===== config.mk =====
export PLATFORM = sky130hd
export DESIGN_NAME = mmio_uart_tx_flat
export DESIGN_NICKNAME = d
export VERILOG_FILES = /design/src/rtl/mmio_uart_tx_if.sv /design/src/rtl/mmio_uart_tx.sv /design/src/flat_wrapper.sv
export SDC_FILE = /design/constraint.sdc
export NUM_CORES = 1
export LEC_CHECK = 0
export ABC_CLOCK_PERIOD_IN_PS = 3600
export CAP_MARGIN = 10
export CORE_ASPECT_RATIO = 1.1
export CORE_MARGIN = 1
export CORE_UTILIZATION = 45
export CTS_CLUSTER_SIZE = 30
export DETAILED_ROUTE_END_ITERATION = 7
export PLACE_DENSITY = 0.66
export SLEW_MARGIN = 30
export SYNTH_ARGS = -nofsm -noshare
export SYNTH_HDL_FRONTEND = slang
export SYNTH_SLANG_ARGS = --single-unit
export TNS_END_PERCENT = 30

===== constraint.sdc =====
create_clock -name clk -period 3.6 [get_ports clk]
set_clock_uncertainty 0.2 [all_clocks]
set_input_delay 0.54 -clock clk [delete_from_list [all_inputs] [get_ports clk]]
set_output_delay 0.54 -clock clk [all_outputs]
set_load 0.005 [all_outputs]

===== src/rtl/mmio_uart_tx_if.sv =====
// Data-memory bus seen by the UART transmitter: processor store path in,
// read data and window-hit flag back out to the memory map.
interface mmio_uart_tx_if;
  logic        we;   // write strobe (MemWrite)
  logic [31:0] a;    // byte address (ALUResult)
  logic [31:0] wd;   // write data
  logic [31:0] rd;   // read data, combinational
  logic        hit;  // address falls inside the register window

  // Processor / memory-map side
  modport master (
    output we,
    output a,
    output wd,
    input  rd,
    input  hit
  );

  // UART register block side
  modport slave (
    input  we,
    input  a,
    input  wd,
    output rd,
    output hit
  );
endinterface


===== src/rtl/mmio_uart_tx.sv =====
// Memory-mapped 8N1 UART transmitter.
// Three-word register window (DATA, STATUS, DIV) on the data bus, a byte
// FIFO for queued writes and a serialiser with a per-frame baud divisor.
module mmio_uart_tx #(
  parameter logic [31:0] BASE_ADDR  = 32'h0000_1000,
  parameter int          FIFO_DEPTH = 8,
  parameter logic [15:0] DIV_RESET  = 16'd434
) (
  input  logic          clk,
  input  logic          reset,   // asynchronous, active low
  mmio_uart_tx_if.slave bus,
  output logic          tx
);

  localparam int AW = $clog2(FIFO_DEPTH);
  localparam int CW = AW + 1;

  // Word offsets of the registers inside the window
  localparam logic [29:0] OFF_DATA   = 30'd0;
  localparam logic [29:0] OFF_STATUS = 30'd1;
  localparam logic [29:0] OFF_DIV    = 30'd2;

  // The pointer arithmetic relies on natural wrap-around, and the count
  // has to fit the 8-bit STATUS field.
  if (FIFO_DEPTH < 2 || FIFO_DEPTH > 128 ||
      (FIFO_DEPTH & (FIFO_DEPTH - 1)) != 0) begin : g_bad_depth
    $error("FIFO_DEPTH must be a power of two between 2 and 128");
  end

  typedef enum logic [1:0] {
    S_IDLE,
    S_START,
    S_DATA,
    S_STOP
  } state_t;

  // ---------------------------------------------------------------------
  // Address decode
  // ---------------------------------------------------------------------
  logic [29:0] word_off;
  logic        sel_data;
  logic        sel_status;
  logic        sel_div;

  // Byte lanes a[1:0] are ignored; only the word address is decoded.
  assign word_off   = bus.a[31:2] - BASE_ADDR[31:2];
  assign sel_data   = (word_off == OFF_DATA);
  assign sel_status = (word_off == OFF_STATUS);
  assign sel_div    = (word_off == OFF_DIV);
  assign bus.hit    = sel_data | sel_status | sel_div;

  // Bus bits that no register looks at
  logic unused_bus_bits;
  assign unused_bus_bits = &{1'b0, bus.a[1:0], bus.wd[31:16]};

  // ---------------------------------------------------------------------
  // Register state
  // ---------------------------------------------------------------------
  state_t         state;
  logic [7:0]     fifo_mem [FIFO_DEPTH];
  logic [AW-1:0]  wr_ptr;
  logic [AW-1:0]  rd_ptr;
  logic [CW-1:0]  count;
  logic           overflow;
  logic [15:0]    div;
  logic [15:0]    frame_div;
  logic [15:0]    baud_cnt;
  logic [2:0]     bit_idx;
  logic [7:0]     shift;

  logic full;
  logic empty;
  logic busy;
  logic push_req;
  logic push;
  logic pop;
  logic baud_done;

  assign full  = (count == CW'(FIFO_DEPTH));
  assign empty = (count == '0);
  assign busy  = (state != S_IDLE);

  // The serialiser takes the head whenever it is idle and something is queued.
  assign pop = (state == S_IDLE) && !empty;

  // A push into a full FIFO still succeeds when the same edge pops a slot.
  assign push_req = bus.we && sel_data;
  assign push     = push_req && (!full || pop);

  // Last cycle of the current bit period
  assign baud_done = (baud_cnt == frame_div - 16'd1);

  // ---------------------------------------------------------------------
  // FIFO storage
  // ---------------------------------------------------------------------
  // Write the pushed byte into the slot at the tail pointer.
  // NOTE: the storage array has no reset; empty/count already say which
  // slots are valid, and a reset-free array maps onto plain RAM.
  always_ff @(posedge clk) begin
    if (push) begin
      fifo_mem[wr_ptr] <= bus.wd[7:0];
    end
  end

  // Advance the FIFO pointers and occupancy count.
  // NOTE: state registers use non-blocking (<=) so every flop samples the
  // pre-edge values, independent of statement order.
  always_ff @(posedge clk or negedge reset) begin
    if (!reset) begin
      wr_ptr <= '0;
      rd_ptr <= '0;
      count  <= '0;
    end else begin
      if (push) begin
        wr_ptr <= wr_ptr + AW'(1);
      end
      if (pop) begin
        rd_ptr <= rd_ptr + AW'(1);
      end
      case ({push, pop})
        2'b10:   count <= count + CW'(1);
        2'b01:   count <= count - CW'(1);
        default: count <= count;
      endcase
    end
  end

  // Sticky overflow: set by a dropped byte, cleared by writing 1 to STATUS[3].
  always_ff @(posedge clk or negedge reset) begin
    if (!reset) begin
      overflow <= 1'b0;
    end else if (push_req && !push) begin
      overflow <= 1'b1;
    end else if (bus.we && sel_status && bus.wd[3]) begin
      overflow <= 1'b0;
    end
  end

  // Baud divisor register; zero would stall the counter so it is stored as 1.
  always_ff @(posedge clk or negedge reset) begin
    if (!reset) begin
      div <= DIV_RESET;
    end else if (bus.we && sel_div) begin
      div <= (bus.wd[15:0] == 16'd0) ? 16'd1 : bus.wd[15:0];
    end
  end

  // ---------------------------------------------------------------------
  // Serialiser
  // ---------------------------------------------------------------------
  // Frame sequencer with registered tx; each level holds for frame_div cycles.
  // frame_div is captured at pop so a DIV write only affects later frames.
  always_ff @(posedge clk or negedge reset) begin
    if (!reset) begin
      state     <= S_IDLE;
      tx        <= 1'b1;
      shift     <= '0;
      frame_div <= 16'd1;
      baud_cnt  <= '0;
      bit_idx   <= '0;
    end else begin
      case (state)
        S_IDLE: begin
          tx <= 1'b1;
          if (pop) begin
            shift     <= fifo_mem[rd_ptr];
            frame_div <= div;
            baud_cnt  <= '0;
            tx        <= 1'b0;
            state     <= S_START;
          end
        end

        S_START: begin
          if (baud_done) begin
            baud_cnt <= '0;
            bit_idx  <= '0;
            tx       <= shift[0];
            state    <= S_DATA;
          end else begin
            baud_cnt <= baud_cnt + 16'd1;
          end
        end

        S_DATA: begin
          if (baud_done) begin
            baud_cnt <= '0;
            shift    <= shift >> 1;
            if (bit_idx == 3'd7) begin
              tx    <= 1'b1;
              state <= S_STOP;
            end else begin
              bit_idx <= bit_idx + 3'd1;
              tx      <= shift[1];
            end
          end else begin
            baud_cnt <= baud_cnt + 16'd1;
          end
        end

        S_STOP: begin
          if (baud_done) begin
            baud_cnt <= '0;
            state    <= S_IDLE;
          end else begin
            baud_cnt <= baud_cnt + 16'd1;
          end
        end

        default: begin
          tx    <= 1'b1;
          state <= S_IDLE;
        end
      endcase
    end
  end

  // ---------------------------------------------------------------------
  // Read mux
  // ---------------------------------------------------------------------
  // Return STATUS or DIV for the addressed word; DATA and misses read zero.
  // NOTE: rd gets a default before the branches so no path leaves it
  // unassigned, which would otherwise infer a latch.
  always_comb begin
    bus.rd = '0;
    if (sel_status) begin
      bus.rd = {16'b0, 8'(count), 4'b0, overflow, empty, full, busy};
    end else if (sel_div) begin
      bus.rd = {16'b0, div};
    end
  end

endmodule


===== src/flat_wrapper.sv =====
// flat-port wrapper written by rule: the top's interface ports become plain ports
module mmio_uart_tx_flat 
#(
  parameter logic [31:0] BASE_ADDR  = 32'h0000_1000,
  parameter int          FIFO_DEPTH = 8,
  parameter logic [15:0] DIV_RESET  = 16'd434
)
  (clk, reset, tx, bus_we, bus_a, bus_wd, bus_rd, bus_hit);
  mmio_uart_tx_if bus_i ();
  input  logic clk;
  input  logic reset;
  output logic tx;
  input wire logic [$bits(bus_i.we)-1:0] bus_we;
  input wire logic [$bits(bus_i.a)-1:0] bus_a;
  input wire logic [$bits(bus_i.wd)-1:0] bus_wd;
  output wire logic [$bits(bus_i.rd)-1:0] bus_rd;
  output wire logic [$bits(bus_i.hit)-1:0] bus_hit;
  assign bus_i.we = bus_we;
  assign bus_i.a = bus_a;
  assign bus_i.wd = bus_wd;
  assign bus_rd = bus_i.rd;
  assign bus_hit = bus_i.hit;
  mmio_uart_tx #(.BASE_ADDR(BASE_ADDR), .FIFO_DEPTH(FIFO_DEPTH), .DIV_RESET(DIV_RESET)) u_core (.clk(clk), .reset(reset), .bus(bus_i), .tx(tx));
endmodule

==> results of run 1 <==
==> cells by family after synthesis <==
kind of cell | Yosys count | synth area share
flops | 137 | 0.5404
mux | 52 | 0.1082
other cells | 1 | 0.0005393
compound gates | 98 | 0.09682
simple gates | 194 | 0.1517
xor+xnor | 28 | 0.03527
buf+inv | 56 | 0.04265
fa+ha+maj | 13 | 0.02447
==> per-stage QoR <==
stage	instances	worst slack [ns]	power (mW)	instance area, um^2	util
2_1_floorplan	594	0.3177	2.140	7009	-
3_3_place_gp	839	0.08384	2.307	7861	0.5222
3_5_place_dp	839	0.06989	2.322	7861	0.5222
4_1_cts	872	0.04959	4.129	8487	0.5637
5_1_grt	872	0.01002	4.248	8499	0.5646
6_report	872	0.1272	4.092	8499	0.5646
==> timing repair <==
| action | in CTS | in global routing |
|---|---|---|
| endpoints found under the hold margin | 7 | 0 |
| hold buffers | 1 | 0 |
| setup endpoints to repair | 0 | 8 |
| resized for setup | 0 | 3 |
==> state kept, by name, summed over array words and instances (netlist names) <==
| register | count |
|---|---|
| u_core.baud_cnt | 16 |
| u_core.frame_div | 16 |
| u_core.state | 2 |
| u_core.wr_ptr | 3 |
| u_core.div | 16 |
| u_core.rd_ptr | 3 |
| u_core.shift | 8 |
| u_core.count | 4 |
| u_core.fifo_mem | 64 |
| u_core.tx | 1 |
| u_core.overflow | 1 |
| u_core.bit_idx | 3 |
==> area by class of cell <==
class                      instances  area, um^2  share of cell area
timing repair buffer              94       868.3              0.1022
clock buffer                      17       425.4             0.05005
tap                              196       245.2             0.02885
multi-input combinational        401        2968              0.3492
inverter                          12       45.04            0.005300
sequential                       137        3757              0.4421
clock inverter                    15       190.2             0.02238
==> Yosys cell counts, drive strengths merged, types with 5 or more instances <==
master   n
mux2i   11
nand2   65
inv     12
nor3b    5
nor2    18
a31oi   20
nor3    15
mux2    25
mux4    16
buf     28
or3      8
a22o     9
o21ai   12
o21a     5
and3    13
nand3    7
xor2    14
edfxtp  64
xnor2   14
ha      12
and2    13
nand2b  11
a21oi   16
o22ai    8
nor4    17
clkbuf  16
dfrtp   66
dfstp    7
==> metal layers <==
layer  up-vias  global-route usage  wire [um]
li1       2311                   -          -
met4         0             0.07888        263
met2       125              0.3538       7965
met5         -                   0          0
met3        20             0.05277        771
met1      2468              0.2561       6448
==> worst reg2reg max path: stages, from the launching register on <==
cell and delay, ns:
dfstp_2 0.57, inv_1 0.07, ha_1 0.31, xor2_1 0.14, o211ai_1 0.10, or4_4 0.55, nor4_4 0.34, o2111ai_1 0.36
buf_4 0.31, and3_1 0.19, o21a_1 0.16
==> path summary, 6_finish.rpt <==
kind	end	slack (ns)
setup / recovery	bus_rd[2]	0.13
min in group asynchronous	u_core.bit_idx[2]$_DFFE_PN0P_	0.31
setup reg to reg	u_core.baud_cnt[2]$_DFFE_PN0P_	0.20
max in group asynchronous	u_core.div[1]$_DFFE_PN1P_	2.13
hold / removal	u_core.shift[7]$_DFFE_PN0P_	0.29
hold reg to reg	u_core.shift[7]$_DFFE_PN0P_	0.29
==> power by group through the flow <==
stage,clock network [mW],registers (mW),logic (mW)
floorplan,0,1.77,0.368
global placement,0,1.81,0.493
detailed placement,0,1.82,0.505
CTS,1.83,1.79,0.508
global route,1.90,1.80,0.545
finish,1.81,1.79,0.497
==> results.cfg, run 1 <==
[drt]
viasPerCell = 5.647
drt_iter0_markers = 365
drt.antenna.violating_nets = 0
vias = 4924
drc_errors = 0
wire_per_inst_um = 17.72
first_pass_iters = 4
wirelength_um = 15450

[worst_setup_path]
crit_path_start_kind = input pin
worstPathArrival_ns = 2.73
r2r-start = u_core.frame_div[0]$_DFFE_PN1P_
worstPathMaxFanout = 18
crit_family = buffers and inverters
critPathRequiredTime_ns = 2.86
cp.depth = 7
critical_path_class = in -> out
worstPathCellList = clkdlybuf4s50_1 > nor4_1 > nand4_1 > nor4b_2 > buf_4 > a22o_1 > clkdlybuf4s50_1
crit_top_cell = clkdlybuf4s50_1
startpoint = bus_a[13]
critical_path.max_stage_delay_ns = 0.53
r2r_cells = 10
crit_path_end_kind = primary output
cp_slowest_cell = clkdlybuf4s50_1
worst-path-buf-inv = 3

[synthesis]
yosysSeqAreaShare = 0.5404
synth-async-reset-ratio = 0.5328
synth.yosys.warnings = 0
syn_avg_cell_area_um2 = 12.01
netlist-cell-type-count = 65
yosys.area.top_type = edfxtp_1
synth_top_flop_cell = dfrtp_1
synth_area_um2 = 6953
yosys-top-cells-area = edfxtp_1, dfrtp_1, mux4_2
yosysTopAreaCellShare = 0.2764
syn_inst = 579
synth-seq-cells = 137
synth_edf_count = 64

[clock_tree]
postCtsSetupBuffers = 0
root_buffer = clkbuf_16
clockBufferDepth = 2
clk_pin_slew_ns = 0.06
cts-htree-levels = 4
clock-sinks = 137
cts_made_buffers = 17
cts_tree = done
insertion_delay_ns = 0.43

[pwr]
p_clk_frac = 0.442
vdd_drop_max_mv = 0.3368
power.share.combinational = 0.121
switching_share = 0.2421
p_sw_mw = 0.9904
power.density_nw_per_um2 = 481.4
p_int_mw = 3.101
seq_power_share = 0.437
p_leak_nw = 3.486

[finish]
final_common_cell = dfrtp_1
fin_nets = 743
n_antenna_cell = 0
mostFrequentLayoutCells = dfrtp_1, nand2_1, clkdlybuf4s50_1
fill_cells = 1309
area_growth_pct = 22.24
drive_gt1_frac = 0.1790

[floorplan]
die_area_um2 = 15950
pin_count = 101
row_count = 47
fp.dieW_um = 120.5
fp.dieH_um = 132.4
start_util = 0.4619
core_area_um2 = 15050

[sta]
final-setup-viol-count = 0
tns_ns = 0
fin_crit_ns = 3.473
post-route-period-util = 0.9647
worstMarginPinSlew_ns = 0.8225
rsz0062_at_grt = no
finalHoldViolations = 0
hold_ws_ns = 0.2904
fmax_mhz = 288.0
finalMaxSlewViolations = 0
max-slew-margin-rel = 0.4517

[worst_hold_path]
holdCritStartpoint = u_core.shift[7]$_DFFE_PN0P_
hold_path.class = reg -> reg
worstHoldPathCells = 1

[global_routing]
grt_max_degree = 39
grt_remaining_overflow = 0
grt_first_pass_wirelength_um = 25430
grt_pass1_vias = 5088
grt_antenna_before_repair = 0
track_usage = 0.2089

[place]
place.gp.congestion = 0.8594
dp_hpwl_um = 11040
io_buffer_count = 66

[job]
drv_cap = 0

[outcome]
status = finished, final reports clean
No activity file was read; power rests on OpenSTA's default activity.
==> run 2, diff against run 1 <==
- GPL_TIMING_DRIVEN: unset -> 1
- PLACE_DENSITY: 0.66 -> unset
- PLACE_DENSITY_LB_ADDON: unset -> 0.15
==> results.cfg, run 2 (synthesized netlist as in run 1, its figures left out) <==
[floorplan]
fp.dieH_um = 132.4
start_util = 0.4619
die_area_um2 = 15950
row_count = 47
pin_count = 101
core_area_um2 = 15050
fp.dieW_um = 120.5

[pwr]
p_int_mw = 2.925
power.total_mw = 3.938
vdd_drop_max_mv = 0.3242
power.density_nw_per_um2 = 466.2
power.share.combinational = 0.125
p_leak_nw = 3.444
p_clk_frac = 0.421
p_sw_mw = 1.013
seq_power_share = 0.454
switching_share = 0.2573

[worst_hold_path]
hold_path.class = in -> async

[global_routing]
grt_remaining_overflow = 0
grt_antenna_before_repair = 0
grt_pass1_vias = 4838
track_usage = 0.2077
grt_first_pass_wirelength_um = 25420
grt_max_degree = 74

[sta]
finalHoldViolations = 66
final-setup-viol-count = 0
fmax_mhz = 290.6
finalMaxSlewViolations = 0
post-route-period-util = 0.9558
worstMarginPinSlew_ns = 0.7859
max-slew-margin-rel = 0.4760
fin_crit_ns = 3.441
hold_ws_ns = -0.07193

[worst_setup_path]
crit_path_start_kind = input pin
critPathRequiredTime_ns = 2.86
crit_path_end_kind = primary output
crit_top_cell = clkdlybuf4s50_1
r2r_cells = 10
regToRegSetupSlack_ns = 0.25
worst-path-buf-inv = 3
cp_slowest_cell = clkdlybuf4s50_1
worstPathMaxFanout = 18
startpoint = bus_a[12]
r2r-end = u_core.baud_cnt[2]$_DFFE_PN0P_
worstPathArrival_ns = 2.70
critical_path_class = in -> out
r2r-start = u_core.frame_div[0]$_DFFE_PN1P_
cp.depth = 7
crit_end = bus_rd[2]
crit_family = buffers and inverters
worstPathCellList = clkdlybuf4s50_1 > nor4b_1 > nand4_1 > nor4b_2 > buf_4 > a22o_1 > clkdlybuf4s50_1
critical_path.max_stage_delay_ns = 0.52

[clock_tree]
clk_pin_slew_ns = 0.06
cts_made_buffers = 17
postCtsHoldBufs = 0
insertion_delay_ns = 0.43
root_buffer = clkbuf_16
postCtsSetupBuffers = 0
cts-htree-levels = 4
cts_tree = done
clock-sinks = 137
clockBufferDepth = 2
post_cts_resized = 0

[drt]
drc_errors = 0
drt_iter0_markers = 358
vias = 4850
drt.antenna.violating_nets = 0
first_pass_iters = 4
viasPerCell = 5.600
wirelength_um = 15420
wire_per_inst_um = 17.80

[place]
dp_hpwl_um = 10710
io_buffer_count = 66
placed_cell_area_um2 = 7864
place.gp.congestion = 0.8522

[finish]
final_common_cell = dfrtp_1
largest_register_ffs = 64
fin_nets = 737
mostFrequentLayoutCells = dfrtp_1, nand2_1, clkdlybuf4s50_1
top_register = u_core.fifo_mem
fin_area_um2 = 8447
n_antenna_cell = 0
area_growth_pct = 21.49
drive_gt1_frac = 0.1746

[job]
drv_cap = 0

[outcome]
violations = negative hold slack
status = finished, violations left
-- run 2: changes by cell type in the layout (fill, tap and decap cells not counted), moves of 2 or more --
cell	previous run	this run
buf_12	0	3
inv_6	3	6
inv_8	2	4
bufinv_16	3	0
clkinv_4	4	1
buf_4	27	19
-- run 2: worst min-delay path by stage --
stage,from,end,slack [ns],cells past startpoint
2_1_floorplan,reset,u_core.baud_cnt[0]$_DFFE_PN0P_,0.04,0
3_3_place_gp,u_core.shift[7]$_DFFE_PN0P_,u_core.shift[7]$_DFFE_PN0P_,0.27,1
3_5_place_dp,u_core.shift[7]$_DFFE_PN0P_,u_core.shift[7]$_DFFE_PN0P_,0.27,1
4_1_cts,reset,u_core.shift[3]$_DFFE_PN0P_,0.11,1
5_1_grt,reset,u_core.bit_idx[2]$_DFFE_PN0P_,0.005,1
6_report,reset,u_core.shift[7]$_DFFE_PN0P_,-0.07,1
-- run 2: routing by layer --
| metal | vias to the layer above | track usage | part of all wire |
|---|---|---|---|
| li1 | 2303 | - | - |
| met1 | 2401 | 0.2717 | 0.44 |
| met2 | 129 | 0.3448 | 0.50 |
| met3 | 17 | 0.04715 | 0.050 |
| met4 | 0 | 0.06104 | 0.013 |
| met5 | - | 0 | 0 |
-- run 2: stage by stage --
step / setup TNS, ns / utilization / instances / worst slack, ns / hold slack, ns
detailed placement: 0 / 0.5224 / 834 / 0.02099 / 0.2700
global route: -0.0003269 / 0.5611 / 866 / -0.0003269 / 0.004569
global placement: 0 / 0.5224 / 834 / 0.05780 / 0.2683
CTS: 0 / 0.5599 / 866 / 0.01102 / 0.1078
floorplan: 0 / - / 594 / 0.3177 / 0.04441
finish: 0 / 0.5611 / 866 / 0.1591 / -0.07193
-- run 2: layout make-up --
type / count / area (um^2)
Sequential cell: 137 / 3757
Tap cell: 196 / 245.2
Inverter: 12 / 45.04
Multi-Input combinational cell: 401 / 2969
Clock inverter: 14 / 126.4
Timing Repair Buffer: 88 / 864.6
Clock buffer: 18 / 439.2
Fill cell: 1308 / 6608
-- run 2: power groups by stage --
| stage | logic [mW] | clock network [mW] | registers, mW |
|---|---|---|---|
| 6_report | 0.492 | 1.66 | 1.79 |
| 3_3_place_gp | 0.490 | 0 | 1.82 |
| 3_5_place_dp | 0.500 | 0 | 1.82 |
| 5_1_grt | 0.547 | 1.75 | 1.80 |
| 2_1_floorplan | 0.368 | 0 | 1.77 |
| 4_1_cts | 0.503 | 1.69 | 1.79 |
-- run 2: worst register-to-register path: stages (launching register included) --
cell	delay (ns)
dfstp_2	0.57
inv_1	0.07
ha_1	0.31
xor2_1	0.15
o211ai_1	0.10
or4_4	0.55
nor4_4	0.37
o2111ai_2	0.29
buf_4	0.27
and3_1	0.19
o21a_1	0.16
==> run 3, diff against run 2 <==
- MAX_ROUTING_LAYER: unset -> met4
==> results.cfg, run 3 (synthesized netlist as in run 1, its figures left out) <==
[floorplan]
start_util = 0.4619
pin_count = 101
die_area_um2 = 15950
fp.dieW_um = 120.5
core_area_um2 = 15050
fp.dieH_um = 132.4
row_count = 47

[sta]
tns_ns = 0
fin_crit_ns = 3.445
fmax_mhz = 290.3
final-setup-viol-count = 0
finalMaxSlewViolations = 0
worstMarginPinSlew_ns = 0.7938
max-slew-margin-rel = 0.4708
finalHoldViolations = 0
rsz0062_at_grt = no
post-route-period-util = 0.9569

[worst_hold_path]
worstHoldPathCells = 1
hold_path.class = reg -> reg

[global_routing]
grt_max_degree = 74
grt_antenna_before_repair = 0
track_usage = 0.2139
grt_remaining_overflow = 0
grt_pass1_vias = 4842
grt_first_pass_wirelength_um = 25360

[finish]
drive_gt1_frac = 0.1744
fin_nets = 738
fill_cells = 1307
top_register = u_core.fifo_mem
area_growth_pct = 21.63
final_common_cell = dfrtp_1
mostFrequentLayoutCells = dfrtp_1, nand2_1, clkdlybuf4s50_1
largest_register_ffs = 64
n_antenna_cell = 0

[drt]
viasPerCell = 5.610
wirelength_um = 15480
drc_errors = 0
drt_iter0_markers = 399
wire_per_inst_um = 17.85
vias = 4864
first_pass_iters = 4
drt.antenna.violating_nets = 0

[clock_tree]
cts_made_buffers = 17
insertion_delay_ns = 0.42
root_buffer = clkbuf_16
cts_tree = done
cts-htree-levels = 4
clock-sinks = 137
postCtsSetupBuffers = 0
clockBufferDepth = 2
clk_pin_slew_ns = 0.06

[place]
io_buffer_count = 66
dp_hpwl_um = 10710
place.gp.congestion = 0.8657

[worst_setup_path]
worstPathCellList = clkdlybuf4s50_1 > nor4b_1 > nand4_1 > nor4b_2 > buf_4 > a22o_1 > clkdlybuf4s50_1
crit_path_end_kind = primary output
worstPathMaxFanout = 18
crit_family = buffers and inverters
cp_slowest_cell = clkdlybuf4s50_1
critical_path_class = in -> out
cp.depth = 7
worst-path-buf-inv = 3
worstPathArrival_ns = 2.70
r2r_cells = 10
crit_path_start_kind = input pin
critical_path.max_stage_delay_ns = 0.52
critPathRequiredTime_ns = 2.86
crit_top_cell = clkdlybuf4s50_1

[outcome]
status = finished, final reports clean

[pwr]
power.total_mw = 3.942
power.density_nw_per_um2 = 466.1
p_leak_nw = 3.449
vdd_drop_max_mv = 0.3248

[job]
drv_cap = 0
==> run 3: report_power, final <==
part           switching (mW)  total [mW]  internal [mW]
Sequential             0.0866        1.79           1.70
Clock                   0.731        1.66          0.930
Combinational           0.199       0.494          0.295
Total                    1.02        3.94           2.93
==> run 3: path summary, 6_finish.rpt <==
| check | start | end | slack [ns] |
|---|---|---|---|
| worst max-delay path | bus_a[12] | bus_rd[2] | 0.16 |
| worst min-delay path | u_core.shift[7]$_DFFE_PN0P_ | u_core.shift[7]$_DFFE_PN0P_ | 0.29 |
| worst max register to register | u_core.frame_div[0]$_DFFE_PN1P_ | u_core.baud_cnt[3]$_DFFE_PN0P_ | 0.25 |
| worst min register to register | u_core.shift[7]$_DFFE_PN0P_ | u_core.shift[7]$_DFFE_PN0P_ | 0.29 |
| max in group asynchronous | reset | u_core.div[2]$_DFFE_PN0P_ | 2.19 |
| min in group asynchronous | reset | u_core.shift[3]$_DFFE_PN0P_ | 0.49 |
==> run 3: cell type report <==
type,instances,area (um^2),area share
Sequential cell,137,3757,0.4443
Timing Repair Buffer,89,874.6,0.1034
Inverter,12,45.04,0.005326
Tap cell,196,245.2,0.02900
Clock inverter,14,126.4,0.01494
Clock buffer,18,439.2,0.05193
Multi-Input combinational cell,401,2969,0.3511
==> run 3: worst reg2reg max path: stages (launching register included) <==
cell and delay [ns]:
dfstp_2 0.57, inv_1 0.07, ha_1 0.31, xor2_1 0.15, o211ai_1 0.10, or4_4 0.55, nor4_4 0.37, o2111a_2 0.39
buf_12 0.17, nor2_4 0.05, a221o_1 0.29
==> run 3: layer usage <==
metal  GRT usage  share of wire  vias up
met3     0.04498          0.039       17
met5           -              0        -
met2      0.3429           0.50      128
li1            -              -     2304
met4     0.06104          0.012        0
met1      0.2742           0.45     2415
==> run 3: stage by stage <==
stage	std cells	setup slack [ns]	utilization	hold WS (ns)	area, um^2
floorplan	594	0.3177	-	0.04441	7009
global placement	834	0.05780	0.5224	0.2683	7864
detailed placement	834	0.02099	0.5224	0.2700	7864
CTS	866	0.01102	0.5599	0.1078	8429
global route	867	0.002539	0.5618	0.3118	8457
finish	867	0.1553	0.5618	0.2884	8457
==> run 3: repair_timing <==
item / CTS / global route
hold buffers: 0 / 1
resized for setup: 0 / 4
setup endpoints to repair: 0 / 14
hold endpoints to repair: 0 / 3
